$ cat src/rtl/tpumac_pipe.sv
// Two-stage pipelined signed MAC processing element for the systolic array.
// Optional saturating accumulator with sticky overflow: define TPUMAC_SAT_EN.
module tpumac_pipe #(
  parameter int BITS_AB = 8,
  parameter int BITS_C  = 16,
  parameter int CNT_W   = 8
) (
  input  logic                      clk,
  input  logic                      rst_n,
  input  logic                      en,
  input  logic                      WrEn,
  input  logic signed [BITS_AB-1:0] Ain,
  input  logic signed [BITS_AB-1:0] Bin,
  input  logic signed [BITS_C-1:0]  Cin,
  output logic signed [BITS_AB-1:0] Aout,
  output logic signed [BITS_AB-1:0] Bout,
  output logic signed [BITS_C-1:0]  Cout,
  output logic [CNT_W-1:0]          acc_cnt,
  output logic                      ovf
);

  localparam int PW = 2 * BITS_AB;

  generate
    if (BITS_C < PW) begin : g_bad_width
      $error("tpumac_pipe: BITS_C must be at least 2*BITS_AB");
    end
  endgenerate

  logic signed [PW-1:0]     p1;
  logic signed [BITS_C-1:0] c1;
  logic                     w1;
  logic                     v1;
  logic signed [BITS_C-1:0] mac_res;

`ifdef TPUMAC_SAT_EN
  localparam int SW = BITS_C + 1;
  logic signed [SW-1:0] sum;
  logic                 mac_ovf;

  // One guard bit: the two top bits disagree exactly when the sum leaves BITS_C range.
  always_comb begin
    sum     = SW'(Cout) + SW'(p1);
    mac_ovf = sum[SW-1] ^ sum[SW-2];
    if (!mac_ovf)
      mac_res = sum[BITS_C-1:0];
    else if (sum[SW-1])
      mac_res = {1'b1, {(BITS_C-1){1'b0}}};
    else
      mac_res = {1'b0, {(BITS_C-1){1'b1}}};
  end
`else
  assign mac_res = Cout + BITS_C'(p1);
  assign ovf     = 1'b0;
`endif

  always_ff @(posedge clk or negedge rst_n) begin
    if (!rst_n) begin
      Aout    <= '0;
      Bout    <= '0;
      p1      <= '0;
      c1      <= '0;
      w1      <= 1'b1;
      v1      <= 1'b0;
      Cout    <= '0;
      acc_cnt <= '0;
`ifdef TPUMAC_SAT_EN
      ovf     <= 1'b0;
`endif
    end else if (en) begin
      Aout <= Ain;
      Bout <= Bin;
      p1   <= PW'(Ain) * PW'(Bin);
      c1   <= Cin;
      w1   <= WrEn;
      v1   <= 1'b1;
      if (v1) begin
        if (w1) begin
          Cout    <= c1;
          acc_cnt <= '0;
`ifdef TPUMAC_SAT_EN
          ovf     <= 1'b0;
`endif
        end else begin
          Cout <= mac_res;
          if (acc_cnt != {CNT_W{1'b1}})
            acc_cnt <= acc_cnt + CNT_W'(1);
`ifdef TPUMAC_SAT_EN
          if (mac_ovf)
            ovf <= 1'b1;
`endif
        end
      end
    end
  end

endmodule
$ cat config.mk
export PLATFORM = sky130hd
export DESIGN_NAME = tpumac_pipe
export DESIGN_NICKNAME = d
export VERILOG_FILES = /design/src/rtl/tpumac_pipe.sv
export SDC_FILE = /design/constraint.sdc
export NUM_CORES = 1
export LEC_CHECK = 0
export ABC_AREA = 0
export CAP_MARGIN = 20
export CORE_ASPECT_RATIO = 0.7
export CORE_UTILIZATION = 29
export DETAILED_ROUTE_END_ITERATION = 12
export SLEW_MARGIN = 20
export SYNTH_ARGS = -nofsm -noshare
export SYNTH_HDL_FRONTEND = slang
export SYNTH_SLANG_ARGS = --single-unit
$ cat constraint.sdc
create_clock -name clk -period 3.05 [get_ports clk]
set_input_delay 0.4575 -clock clk [delete_from_list [all_inputs] [get_ports clk]]
set_output_delay 0.4575 -clock clk [all_outputs]
set_load 0.1 [all_outputs]
==> reports/qor.csv <==
metric,value,unit
Synth cell types,57,
die area,22110,µm²
cts hold-fix bufs,0,
total core area,20920,µm²
Int Power,4.382,mW
Synthesis Warnings,0,
Synth Flop Type,dfrtp_1,
part of the Yosys area used for sequential elements,29.70,%
die height,124.7,µm
Period minus WS final,4067,ps
routed length per placed instance,14.33,µm
top-area cell type share of the netlist area,29.28,%
Final Core Density,39.94,%
Comb pwr share,68.7,%
final period utilization,133.4,%
CTS max path bufs,2,
worst slew pin tran,754.8,ps
total negative slack,-7970,ps
Final setup viols,10,
I/O pins,77,
Switching Share,46.61,%
Post-Place Setup Slack,-1948,ps
CTS tree,yes,
CP Class,input port to register,
P_sw,3.826,mW
"EDFF count, synth",0,
Root Driver,clkbuf_16,
leading area contributor after synthesis,dfrtp_1,
max cap viols,0,
Final WS setup,-1017,ps
most frequent cell after synthesis,inv_1,
starting density of the core,29.82,%
cell area power density,982.3,nW/µm²
status,"finished, violations left",
vias in the first global route,5187,
Hold Fails Final Rpt,0,
ys async rst share,100.0,%
total CTS buffers,9,
global route overflow,0,
via count,4896,
synthesized area per cell,9.966,µm²
Synth top cells by count,"90 x inv_1, 73 x dfrtp_1, 56 x fa_1, 46 x nand2_1, 45 x ha_1",
# port buffers,75,
H-tree lvl count,3,
Syn Nets,763,
layout net count,902,
Layout area overhead,33.93,%
peak supply drop,508.0,µV
total iterations of the first detailed-routing run,4,
vias per cell,4.681,
row cnt,44,
Placed Area,7712,µm²
RSZ-0062 raised after global routing,true,
clk_skew,7.230,ps
Crit. End Element,register,
total global-route track usage,14.73,%
fmax,245.9,MHz
"Design Area, Final",8356,µm²
later-pin clock latency in the skew report,340,ps
Syn Std Cell Area,6238,µm²
largest net degree at the start of global routing,75,
top post-synthesis cells by area,"dfrtp_1 29%, fa_1 18%, ha_1 9.0%",
first-pass GRT wire length,26060,µm
Arrival @ worst endpoint,4300,ps
initial antenna violation count,0,
Hold Path Class,input port to asynchronous set/reset pin,
HPWL after detailed placement,11320,µm
LEAKAGE,3.929,nW
Post-Synthesis Cells,626,
Total Routed Length,14990,µm
residual DRC count,0,
Synth Register Bits,74,
failing checks,negative setup slack,
"Slew Viols, Final",0,
crit-path max FO,3,
"antenna viol nets, final",0,
"Req. time, crit path",3280,ps
share of cells above drive strength 1,33.77,%
Clock transition at path regs,60,ps
clock network fraction of total power,13.6,%
clk sinks,74,
gpl congestion,0.8076,
Initial DRC Count,196,
Diodes inserted,0,
Die Width,177.3,µm
sequential share of power,17.7,%
Worst setup SP type,input port,
Worst slew margin,49.68,%
==> final cells by class <==
type / count / area [µm²]
Fill cell: 2058 / 12560
Multi-Input combinational cell: 444 / 4257
Sequential cell: 74 / 1853
Timing Repair Buffer: 145 / 1247
Tap cell: 276 / 345.3
Inverter: 91 / 342.8
Clock buffer: 9 / 225.2
Clock inverter: 7 / 85.08
==> routing by layer <==
metal  track usage [%]  vias to the layer above  routed length (µm)
li1                  -                     2353                   -
met1             20.64                     2467                7327
met2             23.53                       63                7077
met3             2.564                       13                 409
met4             3.318                        0                 170
met5                 0                        -                   0
==> power groups by stage <==
stage / registers, mW / logic, mW / clock network, mW
6_report: 1.45 / 5.64 / 1.12
2_1_floorplan: 2.29 / 2.96 / 0
3_5_place_dp: 1.48 / 5.18 / 0
4_1_cts: 1.46 / 5.40 / 1.15
3_3_place_gp: 1.47 / 5.12 / 0
5_1_grt: 1.49 / 6.24 / 1.20
==> state kept, by name (all words and copies together) (netlist names) <==
name / flops
c1: 16
p1: 16
Bout: 8
Cout: 16
Aout: 8
w1: 1
acc_cnt: 8
v1: 1
==> critical path, stage by stage <==
cell      delay (ps)
buf_8            100
and2_4           170
fa_1             540
inv_2             40
fa_1             480
inv_2             40
fa_1             520
inv_1             50
fa_1             480
inv_2             40
ha_4             240
buf_12           130
o21ai_4           50
a21boi_2          80
o21ai_2          240
a211oi_2         110
or3_1            310
a31o_1           200
==> kinds of logic (layout without fill, tap and decap cells) <==
family	count (synthesis)	count (layout)	synth area share [%]
AOI/OAI and AO/OA	97	97	9.988
xor gates and xnor gates	22	22	3.089
adders and majority gates	101	101	27.00
buffers and inverters	108	252	6.598
DFF	74	74	29.70
muxes	51	51	9.105
other	1	1	0.06011
and+or+nand+nor	172	172	14.46
==> path summary, 6_finish.rpt <==
path,start,end,slack (ps),cells after the start
setup / recovery,Bin[0],p1[14]$_DFFE_PN0P_,-1020,18
hold / removal,rst_n,Aout[1]$_DFFE_PN0P_,2,1
setup reg to reg,Cout[0]$_DFFE_PN0P_,Cout[12]$_DFFE_PN0P_,530,10
hold reg to reg,c1[12]$_DFFE_PN0P_,c1[12]$_DFFE_PN0P_,500,1
max in group asynchronous,rst_n,w1$_DFFE_PN1P_,2430,2
min in group clk,Bin[6],Bout[6]$_DFFE_PN0P_,440,2
==> stage by stage <==
stage                     cells  hold slack, ps  power [mW]
after global placement     1020           487.3       6.595
after global routing       1046           11.18       8.925
after detailed placement   1020           492.8       6.654
after CTS                  1044           322.4       8.019
after floorplan             626           161.9       5.257
final                      1046           2.023       8.208
==> layout by cell type, fill, tap and decap left out, types with 4 or more instances in the layout <==
master	synthesis	layout
a21o_1	9	9
a21oi_1	23	20
and2_1	38	24
and2_4	1	15
and3_1	7	7
buf_2	1	4
buf_4	1	101
buf_6	0	17
buf_8	0	4
clkbuf_16	0	9
clkdlybuf4s50_1	0	17
clkinv_4	0	4
dfrtp_1	73	73
fa_1	56	51
fa_2	0	5
ha_1	45	35
ha_4	0	8
inv_1	90	74
inv_2	0	16
mux2_2	42	42
mux2i_1	8	8
nand2_1	46	44
nand2b_1	8	7
nand3_1	13	12
nor2_1	21	19
nor2b_1	7	5
nor3_1	12	11
o21a_1	7	7
o21ai_0	16	15
o21ai_1	13	12
o21bai_1	4	4
or3_1	4	4
xnor2_1	17	13
xnor2_2	0	4
xor2_1	5	5
==> timing repair <==
item	4_1_cts	5_1_grt
endpoints found under the hold margin	0	0
pin swaps	49	39
setup buffers	8	1
setup endpoints to repair	12	11
gates resized for setup	129	24
Power figures use the tool's default switching activity.
